### src/rtl/prog_loader_pkg.sv
// Shared constants for the memory program loader: FSM encodings, frame sync byte, target indices.
package prog_loader_pkg;

    typedef logic [3:0] state_t;

    localparam state_t ST_IDLE = 4'd0;
    localparam state_t ST_SYNC = 4'd1;
    localparam state_t ST_TGT  = 4'd2;
    localparam state_t ST_LEN0 = 4'd3;
    localparam state_t ST_LEN1 = 4'd4;
    localparam state_t ST_DATA = 4'd5;
    localparam state_t ST_CSUM = 4'd6;
    localparam state_t ST_DONE = 4'd7;
    localparam state_t ST_ERR  = 4'd8;

    localparam logic [7:0] SYNC_BYTE = 8'hA5;

    localparam int TGT_ICCM = 0;
    localparam int TGT_DCCM = 1;

endpackage

### src/rtl/mem_prog_loader_if.sv
// Byte-stream input and memory-write/status bundle of the program loader.
// master = byte source / memory side, slave = loader.
interface mem_prog_loader_if #(
    parameter int DataWidth  = 32,
    parameter int AddrWidth  = 12,
    parameter int NumTargets = 2
);
    logic                  prog_i;
    logic                  rx_dv_i;
    logic [7:0]            rx_byte_i;
    logic [NumTargets-1:0] we_o;
    logic [AddrWidth-1:0]  addr_o;
    logic [DataWidth-1:0]  wdata_o;
    logic                  sys_rst_no;
    logic                  busy_o;
    logic                  done_o;
    logic                  err_o;

    modport master (
        output prog_i, rx_dv_i, rx_byte_i,
        input  we_o, addr_o, wdata_o, sys_rst_no, busy_o, done_o, err_o
    );

    modport slave (
        input  prog_i, rx_dv_i, rx_byte_i,
        output we_o, addr_o, wdata_o, sys_rst_no, busy_o, done_o, err_o
    );
endinterface

### src/rtl/prog_word_packer.sv
// Little-endian byte-to-word assembler; word_vld is combinational on the word's last byte.
// Latency: 0 cycles to word_vld; backpressure: none, every byte_vld is consumed.
module prog_word_packer #(
    parameter int DataWidth = 32
) (
    input  logic                 clk_i,
    input  logic                 rst_i,
    input  logic                 clr,
    input  logic                 byte_vld,
    input  logic [7:0]           byte_dat,
    output logic                 word_vld,
    output logic [DataWidth-1:0] word_dat
);
    localparam int Bytes = DataWidth / 8;
    localparam int CntW  = (Bytes > 1) ? $clog2(Bytes) : 1;

    logic [CntW-1:0]      cnt;
    logic [DataWidth-1:0] sr;

    // Shifting right leaves the first byte of the word in bits [7:0].
    generate
        if (Bytes > 1) begin : g_multi
            assign word_dat = {byte_dat, sr[DataWidth-1:8]};
        end else begin : g_single
            assign word_dat = byte_dat;
        end
    endgenerate

    assign word_vld = byte_vld && (cnt == CntW'(Bytes - 1));

    always_ff @(posedge clk_i or posedge rst_i) begin
        if (rst_i) begin
            cnt <= '0;
            sr  <= '0;
        end else if (clr) begin
            cnt <= '0;
        end else if (byte_vld) begin
            sr  <= word_dat;
            cnt <= word_vld ? '0 : cnt + CntW'(1);
        end
    end
endmodule

### src/rtl/mem_prog_loader.sv
// Framed byte-stream loader writing ICCM/DCCM words and holding system reset while loading.
// Latency: write strobe one cycle after a word's last byte; backpressure: none, source is never stalled.
module mem_prog_loader
    import prog_loader_pkg::*;
#(
    parameter int DataWidth  = 32,
    parameter int AddrWidth  = 12,
    parameter int NumTargets = 2
) (
    input  logic              clk_i,
    input  logic              rst_i,
    mem_prog_loader_if.slave  bus
);
    state_t                state;
    logic [7:0]            csum;
    logic [7:0]            tgt_q;
    logic [7:0]            len_lo;
    logic [15:0]           words_left;
    logic [15:0]           len_full;
    logic [NumTargets-1:0] tgt_hot;
    logic [NumTargets-1:0] we_q;
    logic [AddrWidth-1:0]  addr_q;
    logic [DataWidth-1:0]  wdata_q;
    logic                  busy;
    logic                  len_big;
    logic                  tgt_bad;
    logic                  word_vld;
    logic [DataWidth-1:0]  word_dat;
    logic [7:0]            csum_nxt;

    assign busy     = (state == ST_SYNC) || (state == ST_TGT) || (state == ST_LEN0) ||
                      (state == ST_LEN1) || (state == ST_DATA) || (state == ST_CSUM);
    assign len_full = {bus.rx_byte_i, len_lo};
    assign len_big  = {16'd0, len_full} > (32'd1 << AddrWidth);
    assign tgt_bad  = int'(bus.rx_byte_i) >= NumTargets;
    assign csum_nxt = csum + bus.rx_byte_i;

    always_comb begin
        tgt_hot = '0;
        for (int i = 0; i < NumTargets; i++) begin
            tgt_hot[i] = (tgt_q == 8'(i));
        end
    end

    // A byte arriving with prog_i already low is dropped, never packed.
    prog_word_packer #(.DataWidth(DataWidth)) u_packer (
        .clk_i    (clk_i),
        .rst_i    (rst_i),
        .clr      (state != ST_DATA),
        .byte_vld ((state == ST_DATA) && bus.rx_dv_i && bus.prog_i),
        .byte_dat (bus.rx_byte_i),
        .word_vld (word_vld),
        .word_dat (word_dat)
    );

    always_ff @(posedge clk_i or posedge rst_i) begin
        if (rst_i) begin
            state      <= ST_IDLE;
            csum       <= '0;
            tgt_q      <= '0;
            len_lo     <= '0;
            words_left <= '0;
            we_q       <= '0;
            addr_q     <= '0;
            wdata_q    <= '0;
        end else begin
            we_q <= '0;
            if (we_q != '0) begin
                addr_q <= addr_q + AddrWidth'(1);
            end
            if (busy && !bus.prog_i) begin
                state <= ST_ERR;
            end else begin
                case (state)
                    ST_IDLE: begin
                        addr_q <= '0;
                        if (bus.prog_i) state <= ST_SYNC;
                    end
                    ST_SYNC: begin
                        csum <= '0;
                        if (bus.rx_dv_i && bus.rx_byte_i == SYNC_BYTE) state <= ST_TGT;
                    end
                    ST_TGT: if (bus.rx_dv_i) begin
                        csum  <= bus.rx_byte_i;
                        tgt_q <= bus.rx_byte_i;
                        state <= tgt_bad ? ST_ERR : ST_LEN0;
                    end
                    ST_LEN0: if (bus.rx_dv_i) begin
                        csum   <= csum_nxt;
                        len_lo <= bus.rx_byte_i;
                        state  <= ST_LEN1;
                    end
                    ST_LEN1: if (bus.rx_dv_i) begin
                        csum       <= csum_nxt;
                        words_left <= len_full;
                        if (len_big)              state <= ST_ERR;
                        else if (len_full == '0)  state <= ST_CSUM;
                        else                      state <= ST_DATA;
                    end
                    ST_DATA: if (bus.rx_dv_i) begin
                        csum <= csum_nxt;
                        if (word_vld) begin
                            we_q       <= tgt_hot;
                            wdata_q    <= word_dat;
                            words_left <= words_left - 16'd1;
                            if (words_left == 16'd1) state <= ST_CSUM;
                        end
                    end
                    ST_CSUM: if (bus.rx_dv_i) begin
                        csum  <= csum_nxt;
                        state <= (csum_nxt == 8'h00) ? ST_DONE : ST_ERR;
                    end
                    ST_DONE, ST_ERR: if (!bus.prog_i) state <= ST_IDLE;
                    default: state <= ST_IDLE;
                endcase
            end
        end
    end

    assign bus.we_o       = we_q;
    assign bus.addr_o     = addr_q;
    assign bus.wdata_o    = wdata_q;
    assign bus.sys_rst_no = (state == ST_IDLE);
    assign bus.busy_o     = busy;
    assign bus.done_o     = (state == ST_DONE);
    assign bus.err_o      = (state == ST_ERR);
endmodule

### src/flat_wrapper.sv
// flat-port wrapper written by rule: the top's interface ports become plain ports
module mem_prog_loader_flat import prog_loader_pkg::*;
#(
    parameter int DataWidth  = 32,
    parameter int AddrWidth  = 12,
    parameter int NumTargets = 2
)
  (clk_i, rst_i, bus_prog_i, bus_rx_dv_i, bus_rx_byte_i, bus_we_o, bus_addr_o, bus_wdata_o, bus_sys_rst_no, bus_busy_o, bus_done_o, bus_err_o);
  mem_prog_loader_if #(.DataWidth(DataWidth), .AddrWidth(AddrWidth), .NumTargets(NumTargets)) bus_i ();
  input  logic clk_i;
  input  logic rst_i;
  input wire logic [$bits(bus_i.prog_i)-1:0] bus_prog_i;
  input wire logic [$bits(bus_i.rx_dv_i)-1:0] bus_rx_dv_i;
  input wire logic [$bits(bus_i.rx_byte_i)-1:0] bus_rx_byte_i;
  output wire logic [$bits(bus_i.we_o)-1:0] bus_we_o;
  output wire logic [$bits(bus_i.addr_o)-1:0] bus_addr_o;
  output wire logic [$bits(bus_i.wdata_o)-1:0] bus_wdata_o;
  output wire logic [$bits(bus_i.sys_rst_no)-1:0] bus_sys_rst_no;
  output wire logic [$bits(bus_i.busy_o)-1:0] bus_busy_o;
  output wire logic [$bits(bus_i.done_o)-1:0] bus_done_o;
  output wire logic [$bits(bus_i.err_o)-1:0] bus_err_o;
  assign bus_i.prog_i = bus_prog_i;
  assign bus_i.rx_dv_i = bus_rx_dv_i;
  assign bus_i.rx_byte_i = bus_rx_byte_i;
  assign bus_we_o = bus_i.we_o;
  assign bus_addr_o = bus_i.addr_o;
  assign bus_wdata_o = bus_i.wdata_o;
  assign bus_sys_rst_no = bus_i.sys_rst_no;
  assign bus_busy_o = bus_i.busy_o;
  assign bus_done_o = bus_i.done_o;
  assign bus_err_o = bus_i.err_o;
  mem_prog_loader #(.DataWidth(DataWidth), .AddrWidth(AddrWidth), .NumTargets(NumTargets)) u_core (.clk_i(clk_i), .rst_i(rst_i), .bus(bus_i));
endmodule
### config.mk
export PLATFORM = sky130hd
export DESIGN_NAME = mem_prog_loader_flat
export DESIGN_NICKNAME = d
export VERILOG_FILES = /design/src/rtl/prog_loader_pkg.sv /design/src/rtl/mem_prog_loader_if.sv /design/src/rtl/prog_word_packer.sv /design/src/rtl/mem_prog_loader.sv /design/src/flat_wrapper.sv
export SDC_FILE = /design/constraint.sdc
export NUM_CORES = 1
export LEC_CHECK = 0
export ABC_AREA = 1
export CAP_MARGIN = 20
export CORE_MARGIN = 2
export CORE_UTILIZATION = 57
export DETAILED_ROUTE_END_ITERATION = 10
export PLACE_DENSITY = 0.82
export SLEW_MARGIN = 10
export SYNTH_ARGS = -nofsm -noshare
export SYNTH_HDL_FRONTEND = slang
export SYNTH_SLANG_ARGS = --single-unit
### constraint.sdc
create_clock -name clk_i -period 5.06 [get_ports clk_i]
set_clock_uncertainty 0.05 [all_clocks]
set_input_delay 1.012 -clock clk_i [delete_from_list [all_inputs] [get_ports clk_i]]
set_output_delay 1.012 -clock clk_i [all_outputs]
set_load 0.005 [all_outputs]
Yosys cells after proc, flatten, opt, wreduce, memory -nomap -nowiden
Index checks and enable logic that the tools add are counted.
{"block": "totals", "rom_bits": 0, "mem_count": 0, "ramBits": 0, "latchBits": 0, "inputBits": 12, "out_inout_bits": 50, "regBits": 124}
{"block": "classes", "n_div": 0, "bitwise": 2, "muxes": 33, "n_addsub": 4, "reduce_logical": 28, "n_mul": 0, "order_cmp": 2, "n_eq_ne": 28, "n_shift": 0}
{"cell": "$mux 4", "count": 14}
{"cell": "$mux 16", "count": 3}
{"cell": "$mux 12", "count": 3}
{"cell": "$pmux 16 s2", "count": 1}
{"cell": "$pmux 4 s8", "count": 1}
{"cell": "$ne 3x3->1 const B", "count": 8}
{"cell": "$pmux 8 s3", "count": 1}
{"cell": "$eq 16x1->1 const B", "count": 1}
{"cell": "$eq 4x3->1 const B", "count": 4}
{"cell": "$gt 16x13->1 const B", "count": 1}
{"cell": "$logic_not 16->1", "count": 1}
{"cell": "$logic_not 8->1", "count": 2}
{"cell": "$mux 2", "count": 8}
{"cell": "$mux 8", "count": 2}
{"cell": "$sub 16x1->16 const B", "count": 1}
{"cell": "$add 12x1->12 const B", "count": 1}
{"cell": "$reduce_and 10->1", "count": 1}
{"cell": "$add 8x8->8", "count": 1}
{"cell": "$eq 4x2->1 const B", "count": 2}
{"cell": "$eq 8x1->1 const B", "count": 1}
{"cell": "$eq 8x8->1 const B", "count": 1}
{"cell": "$ge 8x2->1 const B", "count": 1}
{"cell": "$ne 2x2->1 const B", "count": 4}
{"cell": "$reduce_and 4->1", "count": 2}
{"cell": "19 further kinds", "count": 32}

Depth between registers and ports, before layout
Gate-level depths: netlist of run 1.
{"block": "depth", "ltp_word": 9, "depth_mapped": 14, "depth_no_buf": 14}

Modules after synthesis
Synthesis of run 1 repeated with hierarchy kept, for this count alone.
{"block": "unflattened", "cells_unflattened": 771, "hier_area_um2": 5968.2}
{"mod": "mem_prog_loader", "seq_area_each_um2": 2252.2, "cells_per_inst": 642, "instances": 1, "area_each_um2": 4793.3}
{"mod": "prog_word_packer", "seq_area_each_um2": 650.6, "cells_per_inst": 129, "instances": 1, "area_each_um2": 1174.9}

Worst setup path before layout of run 1
No wires, ideal clock.
{"block": "synth_path", "path_kind": "input -> register", "from": "input port bus_rx_byte_i[0]", "to": "register u_core.state[1]", "n_path_buf": 0, "path_stages": 10, "arrival_time_ns": 2.522, "setup_time_ns": 0.065, "path_slack_ns": 2.423, "cell_sequence": "ha_1 > fa_1 > or2_2 > nor2_1 > nand3_1 > nor2_1 > nand3_1 > nand3_1 > nand2_1 > nand2_1"}
{"block": "synth_via", "elab_chain_cells": 6, "word_cells_on_any_way": 18, "cone_classes": "1 x add/sub; 2 x order compare; 2 x eq/ne; 9 x mux; 4 x reduce/logical"}
{"item": "from (decl)", "line": "flat_wrapper.sv:14", "text": "input wire logic [$bits(bus_i.rx_byte_i)-1:0] bus_rx_byte_i;"}
{"item": "$add 8x8->8 or $logic_not 16->1 (tied branches)", "line": "mem_prog_loader.sv:36, mem_prog_loader.sv:97"}
{"item": "$logic_not 8->1 or $mux 2 (tied branches)", "line": "mem_prog_loader.sv:111, mem_prog_loader.sv:97"}
{"item": "$mux 4, on equally long branches", "line": "mem_prog_loader.sv:111, mem_prog_loader.sv:96"}
{"item": "$mux 4, on equally long branches", "line": "mem_prog_loader.sv:109, mem_prog_loader.sv:93"}
{"item": "$pmux 4 s8", "line": "mem_prog_loader.sv:74", "text": "case (state)"}
{"item": "$mux 4", "line": "mem_prog_loader.sv:71", "text": "if (busy && !bus.prog_i) begin"}
{"item": "to (signal assigned)", "line": "mem_prog_loader.sv:86", "text": "state <= tgt_bad ? ST_ERR : ST_LEN0;"}
{"item": "to (signal assigned)", "line": "mem_prog_loader.sv:111", "text": "state <= (csum_nxt == 8'h00) ? ST_DONE : ST_ERR;"}
{"item": "to (decl)", "line": "mem_prog_loader.sv:14", "text": "state_t state;"}
Several ways; a longest one is shown, not always the timed one. The select of a mux whose other input is x is not followed.
A chain may end at the register's enable or synchronous reset.

Worst setup path in the final report of run 1
{"block": "layout_path", "from": "register u_core.state[3]", "to": "output port bus_sys_rst_no"}
{"block": "layout_via", "elab_chain_cells": 1}
{"item": "$logic_not 4->1", "line": "mem_prog_loader.sv:123", "text": "assign bus.sys_rst_no = (state == ST_IDLE);"}
{"item": "to (decl)", "line": "flat_wrapper.sv:18", "text": "output wire logic [$bits(bus_i.sys_rst_no)-1:0] bus_sys_rst_no;"}
Every way passes these cells.

==> impl_results.md, run 1 <==
- WL final: 14600 µm
- Slowest stage delay, CP: 0.60 ns
- Peak supply drop: 0.000275 V
- Row count: 36
- Initial DRC count: 474
- Setup Fix Bufs, Post-CTS: 0
- Most frequent cells in the layout: 180 x nand2_1, 116 x dfrtp_1, 80 x inv_1
- Setup violators final: 0
- Number of global-route vias before repair: 5121
- Synth Area per Inst: 8.14 µm²
- Max Cap Violations: 0
- H-tree depth: 4
- Count of final hold-check violations: 0
- Tightest Pin Transition: 0.944 ns
- Number of hold buffers added after CTS: 0
- Fin crit share: 68.7%
- Mapped Cells: 711
- Met1 wire length: 5990 µm
- Met2 wire len: 7330 µm
- Worst-path maximum fanout: 14
- IO Count: 62
- Die W: 105 µm
- Post-DP HPWL: 9700 µm
- First-pass GRT wire length: 24400 µm
- Setup TNS: 0 ns
- Starting Density: 58.9%
- P per Cell Area: 507 mW/mm²
- RSZ-0062 raised after global routing: false
- Hold depth: 1
- CP max stage cell: clkdlybuf4s50_1
- GPL Wtd Cong: 1.02
- Critical Path Start Type: register
- Clock Latency Late Sink: 0.52 ns
- Initial antenna violation count: 0
- Crit path DAT: 2.41 ns
- Data required time at the worst endpoint: 4.00 ns
- Asr flop ratio synth: 100%
- Crit path max-delay family: buffers and inverters
- CTS Sinks: 116
- WP depth: 4
- Crit path cell chain: nor2_2 > nand3_1 > inv_1 > clkdlybuf4s50_1
- Die height: 105 µm
- Post-DP Area: 0.00648 mm²
- Metal3 WL: 849 µm
- Share of cells above drive strength 1: 7.90%
- Clk buf depth: 2
- Global route overflow: 0
- Routed len/inst: 15.9 µm
- Status: finished clean
- Commonest non-fill, non-tap cell in the layout: nand2_1
- EDFF count, synth: 0
- Fin. max-slew vios: 0
- Vias per std cell: 5.55
- Area Overhead vs Synth: 22.4%
- Path category of the worst min-delay check: register to register
- N_diodes: 0
- Max-slew headroom: 37.1%
- Total Power: 0.00359 W
- Vias post-DR: 5098
- Post-DRT Antenna Nets: 0
- R2R depth: 9
- Post-route cell area: 0.00708 mm²
- Mapped Area: 0.00579 mm²
- Fin crit period: 3.48 ns
- Sequential area share after synthesis: 50.2%
- Prevailing post-synth register cell: dfrtp_1
- DR top layer: met4
- DRC viols: 0
- CTS tree: yes
- GRT Util Overall: 28.1%
- Largest net degree at the start of global routing: 79
- FMAX: 288 MHz
- Worst Setup End Kind: primary output
- Total CTS buffers: 17
- Crit path kind: register to primary output
- Drt first pass iters: 5
- Final nets: 796
- Yosys warns: 0
- Core ar.: 0.00982 mm²
- DIE AREA: 0.0110 mm²
- Post-cts resize count: 0
- Net Count, Synth: 735
- #FFs+latches synth: 116
- Port Buffers: 61
- CTS Root Cell: clkbuf_8
- Worst-path clk slew: 0.06 ns
- Synth unique cells: 44
- Leak Pwr: 3.37 nW
- Buf/Inv on CP: 2
[synthesized netlist by cell type (4+ instances only)]
cell	number	share of area [%]
xor2_1	9	1.4
o21ai_2	5	0.76
nand4_1	6	0.65
a21oi_1	20	1.7
nand2_1	180	12
o21ai_0	75	6.5
clkbuf_1	12	0.78
o21ai_1	29	2.5
inv_2	4	0.26
ha_1	11	2.4
nor2_1	60	3.9
dfrtp_1	116	50
nand3_1	36	3.1
buf_2	5	0.43
nor3_1	12	1.0
inv_1	81	5.3
[worst reg2reg max path, stage by stage (launching register included)]
cell,delay (ns)
dfrtp_1,0.42
inv_1,0.17
nand3_2,0.48
nor2_2,0.31
nand2_2,0.11
a21oi_4,0.15
nand2_4,0.15
inv_4,0.21
o21ai_0,0.12
o21ai_1,0.15
[registers in the layout, summed over array words and instances, names as in the netlist]
register	count
u_core.u_packer.cnt	2
u_core.csum	8
u_core.bus.we_o	2
u_core.u_packer.sr	24
u_core.bus.addr_o	12
u_core.bus.wdata_o	32
u_core.len_lo	8
u_core.tgt_q	8
u_core.state	4
u_core.words_left	16
[metal layers]
metal  up-vias  global-route usage [%]
met5         -                       0
met1      2442                    35.7
li1       2424                       -
met3        33                    6.05
met2       199                    46.5
met4         0                    12.4
[metrics by stage]
step	utilization, %	worst slack [ns]	std cells	hold slack, ns
6_report	72.1	1.58	918	0.427
5_1_grt	72.1	1.49	918	0.448
4_1_cts	72.1	1.61	918	0.430
3_5_place_dp	66.0	1.62	886	0.404
3_3_place_gp	66.0	1.70	886	0.388
2_1_floorplan	-	0.926	711	0.374
[final timing paths]
path	startpoint	endpoint	slack, ns
setup / recovery	u_core.state[3]	bus_sys_rst_no	1.58
hold / removal	u_core.tgt_q[0]	u_core.bus.we_o[0]	0.43
setup reg to reg	u_core.state[1]	u_core.words_left[15]	2.66
hold reg to reg	u_core.tgt_q[0]	u_core.bus.we_o[0]	0.43
max in group asynchronous	rst_i	u_core.words_left[14]	3.09
min in group asynchronous	rst_i	u_core.bus.addr_o[5]	1.01
[power breakdown]
| part | internal [W] | switching (W) | leakage [nW] |
|---|---|---|---|
| clock | 0.000778 | 0.000433 | 0.281 |
| sequential | 0.00117 | 0.000176 | 1.48 |
| combinational | 0.000369 | 0.000658 | 1.62 |
[final cells by class]
class | instances | area [µm²]
Clock buffer | 21 | 449
Clock inverter | 11 | 151
Fill cell | 759 | 2740
Inverter | 87 | 332
Multi-Input combinational cell | 485 | 2440
Sequential cell | 116 | 2900
Tap cell | 133 | 166
Timing Repair Buffer | 65 | 641
[kinds of logic (layout without fill, tap and decap cells)]
logic type / after synthesis / after routing / synth area share (%)
AO/OA/AOI/OAI: 143 / 143 / 13.5
XOR/XNOR: 12 / 12 / 1.82
adder cells (fa/ha/maj): 12 / 12 / 2.72
buffers and inverters: 110 / 184 / 7.74
flip-flops: 116 / 116 / 50.2
AND/OR/NAND/NOR: 318 / 318 / 24.1
Power figures use the tool's default switching activity.
==> inputs of run 2 (changes only) <==
==> constraint.sdc (replaced) <==
create_clock -name clk_i -period 3.6 [get_ports clk_i]
set_clock_uncertainty 0.05 [all_clocks]
set_input_delay 0.72 -clock clk_i [delete_from_list [all_inputs] [get_ports clk_i]]
set_output_delay 0.72 -clock clk_i [all_outputs]
set_load 0.005 [all_outputs]
==> impl_results.md, run 2 (synthesized netlist as in run 1, its figures left out) <==
- Fin crit period: 3.00 ns
- Routed len/inst: 15.3 µm (-3.4%)
- Core ar.: 0.00982 mm² (unchanged)
- Fin worst setup slack: 0.599 ns (-0.985 ns)
- Final core utilization: 72.5% (+0.32 points)
- Leak Pwr: 3.39 nW (+0.51%)
- Fin crit share: 83.4%
- Setup Fix Bufs, Post-CTS: 0 (unchanged)
- R2R depth: 9 (unchanged)
- Vias per std cell: 5.48 (-1.3%)
- Multi-input gate area: 0.00244 mm² (unchanged)
- Number of global-route vias before repair: 4998 (-2.4%)
- Worst-path clk slew: 0.06 ns (about the same)
- Setup violators final: 0 (unchanged)
- Worst Setup End Kind: primary output
- Largest net degree at the start of global routing: 117 (+48%)
- Setup TNS: 0 ns (unchanged)
- R2R Path End: u_core.words_left[15]
- Path category of the worst min-delay check: register to register
- CTS tree: yes
- Initial DRC count: 368 (-22%)
- N_diodes: 0 (unchanged)
- RSZ-0062 raised after global routing: false
- CTS Root Cell: clkbuf_8
- Crit path DAT: 2.23 ns (-0.18 ns)
- Vias post-DR: 5043 (-1.1%)
- Initial antenna violation count: 0 (unchanged)
- Peak supply drop: 0.000379 V (+38%)
- Status: finished clean
- FMAX: 333 MHz
- Register Area: 0.00290 mm² (unchanged)
- R2R Path Start: u_core.state[1]
- Global route overflow: 0 (unchanged)
- Worst-path maximum fanout: 8 (-6)
- Die height: 105 µm (unchanged)
- Min-Delay Endpoint: u_core.bus.we_o[0]
- Max-slew headroom: 58.0% (+21 points)
- FF-to-FF setup slack: 1.23 ns (-1.43 ns)
- Number of hold buffers added after CTS: 0 (unchanged)
- DIE AREA: 0.0110 mm² (unchanged)
- Post-DP HPWL: 9300 µm (-4.1%)
- Most frequent cells in the layout: 180 x nand2_1, 116 x dfrtp_1, 80 x inv_1
- Tightest Pin Transition: 0.629 ns (-0.315 ns)
- Worst hold slack: 0.407 ns (-0.0203 ns)
- Share of cells above drive strength 1: 8.39% (+0.49 points)
- Min-Delay Startpoint: u_core.tgt_q[0]
- WL final: 14100 µm (-3.2%)
- DRC viols: 0 (unchanged)
- Fillers: 774 (+2.0%)
- GRT Util Overall: 27.3% (-0.84 points)
- Final nets: 798 (+0.25%)
- Drt first pass iters: 5 (unchanged)
- CTS Sinks: 116 (unchanged)
- Max Cap Violations: 0 (unchanged)
- H-tree depth: 4 (unchanged)
- Post-cts resize count: 0 (unchanged)
- Count of final hold-check violations: 0 (unchanged)
- Crit path cell chain: nor2_2 > nand2_2 > nand2_4 > inv_2 > nand3_2 > clkdlybuf4s50_1
- Port Buffers: 61 (unchanged)
- P per Cell Area: 708 mW/mm² (+40%)
- Critical Path Start Type: register
- First-pass GRT wire length: 23800 µm (-2.6%)
- Data required time at the worst endpoint: 2.83 ns (-1.17 ns)
- Total CTS buffers: 17 (unchanged)
- Hold depth: 1 (unchanged)
- CP max stage cell: clkdlybuf4s50_1
- IO Count: 62 (unchanged)
- Post-DRT Antenna Nets: 0 (unchanged)
- Dpl ws: 0.463 ns (-1.15 ns)
- Crit path kind: register to primary output
- Commonest non-fill, non-tap cell in the layout: nand2_1
- Area Overhead vs Synth: 23.0%
- Total Power: 0.00504 W (+40%)
- Starting Density: 58.9% (unchanged)
- Clk buf depth: 2 (unchanged)
- Slowest stage delay, CP: 0.53 ns (-0.07 ns)
- Row count: 36 (unchanged)
- GPL Wtd Cong: 0.889 (-13%)
- Die W: 105 µm (unchanged)
- Largest register FFs: 32 (unchanged)
- Fin. max-slew vios: 0 (unchanged)
- Clock Latency Late Sink: 0.52 ns (about the same)
==> run 2: power breakdown <==
group,internal [W],switching (W),total [W],leakage [nW]
sequential,0.00165,0.000244,0.00189,1.48
combinational,0.000530,0.000919,0.00145,1.63
clock,0.00108,0.000618,0.00170,0.288
total,0.00326,0.00178,0.00504,3.39
==> run 2: through the flow <==
| step | cell area [µm²] | cells |
|---|---|---|
| finish | 7120 | 920 |
| global route | 7120 | 920 |
| CTS | 7120 | 920 |
| detailed placement | 6510 | 888 |
| global placement | 6510 | 888 |
| floorplan | 5790 | 711 |
==> run 2: routing by layer <==
metal | up-vias | part of all wire (%) | global-route usage (%)
met2 | 137 | 52 | 47.4
met4 | 0 | 1.4 | 8.38
met5 | - | 0 | 0
li1 | 2433 | - | -
met1 | 2450 | 42 | 33.7
met3 | 23 | 4.6 | 6.36
==> run 2: final cells by class <==
class / instances / share of cell area, %
flip-flops and latches: 116 / 40.8
multi-input cells: 485 / 34.3
repair buffers: 67 / 9.39
clock buffers: 18 / 6.01
inverters: 87 / 4.68
clock inverters: 14 / 2.46
well taps: 133 / 2.34
==> run 2: worst max-delay path by stage <==
stage | startpoint | endpoint | slack (ns) | cells past startpoint
final | u_core.state[3] | bus_busy_o | 0.60 | 6
after global routing | u_core.state[3] | bus_sys_rst_no | 0.53 | 5
after CTS | u_core.state[3] | bus_busy_o | 0.61 | 6
after detailed placement | bus_rx_byte_i[0] | u_core.state[1] | 0.46 | 11
after global placement | bus_rx_byte_i[0] | u_core.state[2] | 0.54 | 11
after floorplan | bus_rx_byte_i[0] | u_core.state[1] | 1.26 | 10
==> run 2: critical path, delay by kind of cell, from the launching register on <==
family | cells | cell delay (ns)
AND/OR/NAND/NOR | 4 | 0.65
buffers and inverters | 2 | 0.59
flip-flops | 1 | 0.46
==> inputs of run 3 (changes only) <==
==> constraint.sdc (replaced) <==
create_clock -name clk_i -period 3 [get_ports clk_i]
set_clock_uncertainty 0.05 [all_clocks]
set_input_delay 0.6 -clock clk_i [delete_from_list [all_inputs] [get_ports clk_i]]
set_output_delay 0.6 -clock clk_i [all_outputs]
set_load 0.005 [all_outputs]
==> impl_results.md, run 3 (synthesized netlist as in run 1, its figures left out) <==
- Buf/Inv on CP: 2 (unchanged)
- Setup violators final: 0 (unchanged)
- Post-DRT Antenna Nets: 0 (unchanged)
- Final nets: 804 (+0.75%)
- Commonest non-fill, non-tap cell in the layout: nand2_1
- Worst Setup End Kind: primary output
- IO Count: 62 (unchanged)
- Largest register FFs: 32 (unchanged)
- R2R Path End: u_core.state[1]
- Most frequent cells in the layout: 180 x nand2_1, 116 x dfrtp_1, 80 x inv_1
- Worst-path maximum fanout: 8 (unchanged)
- Initial DRC count: 361 (-1.9%)
- Number of hold buffers added after CTS: 0 (unchanged)
- Fin crit period: 2.83 ns
- First-pass GRT wire length: 24800 µm (+4.1%)
- Die W: 105 µm (unchanged)
- CTS tree: yes
- Critical Path Start Type: register
- Total Power: 0.00594 W (+18%)
- Largest net degree at the start of global routing: 67 (-43%)
- RSZ-0062 raised after global routing: false
- Crit path max-delay family: simple AND/OR/NAND/NOR gates
- Share of cells above drive strength 1: 8.95% (+0.57 points)
- FF-to-FF setup slack: 0.85 ns (-0.38 ns)
- Post-DP HPWL: 9930 µm (+6.8%)
- Setup Fix Bufs, Post-CTS: 0 (unchanged)
- Routed len/inst: 15.6 µm (+1.6%)
- WL final: 14400 µm (+2.2%)
- Path category of the worst min-delay check: register to register
- Drt first pass iters: 5 (unchanged)
- Data required time at the worst endpoint: 2.35 ns (-0.48 ns)
- DR top layer: met4
- Total CTS buffers: 17 (unchanged)
- Tightest Pin Transition: 0.756 ns (+0.127 ns)
- Post-cts resize count: 0 (unchanged)
- N_diodes: 0 (unchanged)
- Met2 wire len: 7170 µm (-1.7%)
- Crit path cell chain: nor2_2 > nand2_2 > nand2_4 > inv_2 > nand3_2 > clkdlybuf4s50_1
- Post-route cell area: 0.00714 mm² (+0.39%)
- GPL Wtd Cong: 0.884 (-0.58%)
- Met1 wire length: 5930 µm (-0.49%)
- Vias post-DR: 5114 (+1.4%)
- DIE AREA: 0.0110 mm² (unchanged)
- P per Cell Area: 832 mW/mm² (+18%)
- Min-Delay Startpoint: u_core.tgt_q[0]
- Port Buffers: 61 (unchanged)
- Crit path kind: register to primary output
- Min-Delay Endpoint: u_core.bus.we_o[0]
- H-tree depth: 4 (unchanged)
- DRC viols: 0 (unchanged)
- Row count: 36 (unchanged)
- Max-slew headroom: 49.5% (-8.6 points)
- CP max stage cell: clkdlybuf4s50_1
- Initial antenna violation count: 0 (unchanged)
- Clk buf depth: 2 (unchanged)
- Clock Latency Late Sink: 0.52 ns (about the same)
- Vias per std cell: 5.52 (+0.75%)
- FMAX: 354 MHz
- Post-DP Area: 0.00658 mm² (+1.1%)
- Fin. max-slew vios: 0 (unchanged)
- Slowest stage delay, CP: 0.52 ns (about the same)
- Number of global-route vias before repair: 5262 (+5.3%)
- Fin crit share: 94.2%
- Status: finished clean
- Hold depth: 1 (unchanged)
- Area Overhead vs Synth: 23.4%
- Metal3 WL: 843 µm (+29%)
- Crit path DAT: 2.18 ns (-0.05 ns)
- CTS Sinks: 116 (unchanged)
- Global route overflow: 0 (unchanged)
- Die height: 105 µm (unchanged)
- GRT Util Overall: 28.3% (+1.0 points)
- Leak Pwr: 3.41 nW (+0.40%)
- Dpl ws: 0.172 ns (-0.291 ns)
- Starting Density: 58.9% (unchanged)
- R2R Path Start: u_core.csum[0]
- CTS Root Cell: clkbuf_8
- R2R depth: 10 (+1)
- Core ar.: 0.00982 mm² (unchanged)
- Count of final hold-check violations: 0 (unchanged)
- Fin worst setup slack: 0.173 ns (-0.425 ns)
- Worst-path clk slew: 0.06 ns (about the same)
- Max Cap Violations: 0 (unchanged)
- Setup TNS: 0 ns (unchanged)
- Peak supply drop: 0.000462 V (+22%)
run 3: changes by cell type in the layout (fill, tap and decap cells not counted), sizes merged:
cell,delta
buf,+6
bufinv,-2
clkinv,-3
inv,+5
run 3: per-layer routing:
layer	up-vias	global-route usage (%)
met4	0	12.9
met1	2419	34.9
met5	-	0
met2	197	47.7
met3	50	6.18
li1	2448	-
run 3: through the flow:
step,hold WS [ns],util [%],instances
3_5_place_dp,0.399,67.0,894
6_report,0.420,72.7,926
5_1_grt,0.425,72.7,926
4_1_cts,0.413,72.7,926
3_3_place_gp,0.385,67.0,894
2_1_floorplan,0.374,-,711
run 3: worst max path at each step:
| stage | cells past startpoint | slack, ns | end | startpoint |
|---|---|---|---|---|
| final | 6 | 0.17 | bus_busy_o | u_core.state[3] |
| after global routing | 6 | 0.11 | bus_busy_o | u_core.state[3] |
| after detailed placement | 11 | 0.17 | u_core.state[1] | bus_rx_byte_i[0] |
| after CTS | 6 | 0.18 | bus_busy_o | u_core.state[3] |
| after floorplan | 10 | 0.78 | u_core.state[1] | bus_rx_byte_i[0] |
| after global placement | 11 | 0.21 | u_core.state[2] | bus_rx_byte_i[0] |
run 3: report_power, final:
group	switching [W]	total [W]	leakage [nW]	internal [W]
registers	0.000297	0.00228	1.48	0.00198
clock network	0.000800	0.00192	0.266	0.00112
logic	0.00109	0.00174	1.66	0.000650
run 3: layout make-up:
type | instances | area [µm²]
Multi-Input combinational cell | 485 | 2440
Clock buffer | 18 | 418
Clock inverter | 14 | 143
Tap cell | 133 | 166
Fill cell | 754 | 2680
Inverter | 87 | 333
Timing Repair Buffer | 73 | 738
Sequential cell | 116 | 2900
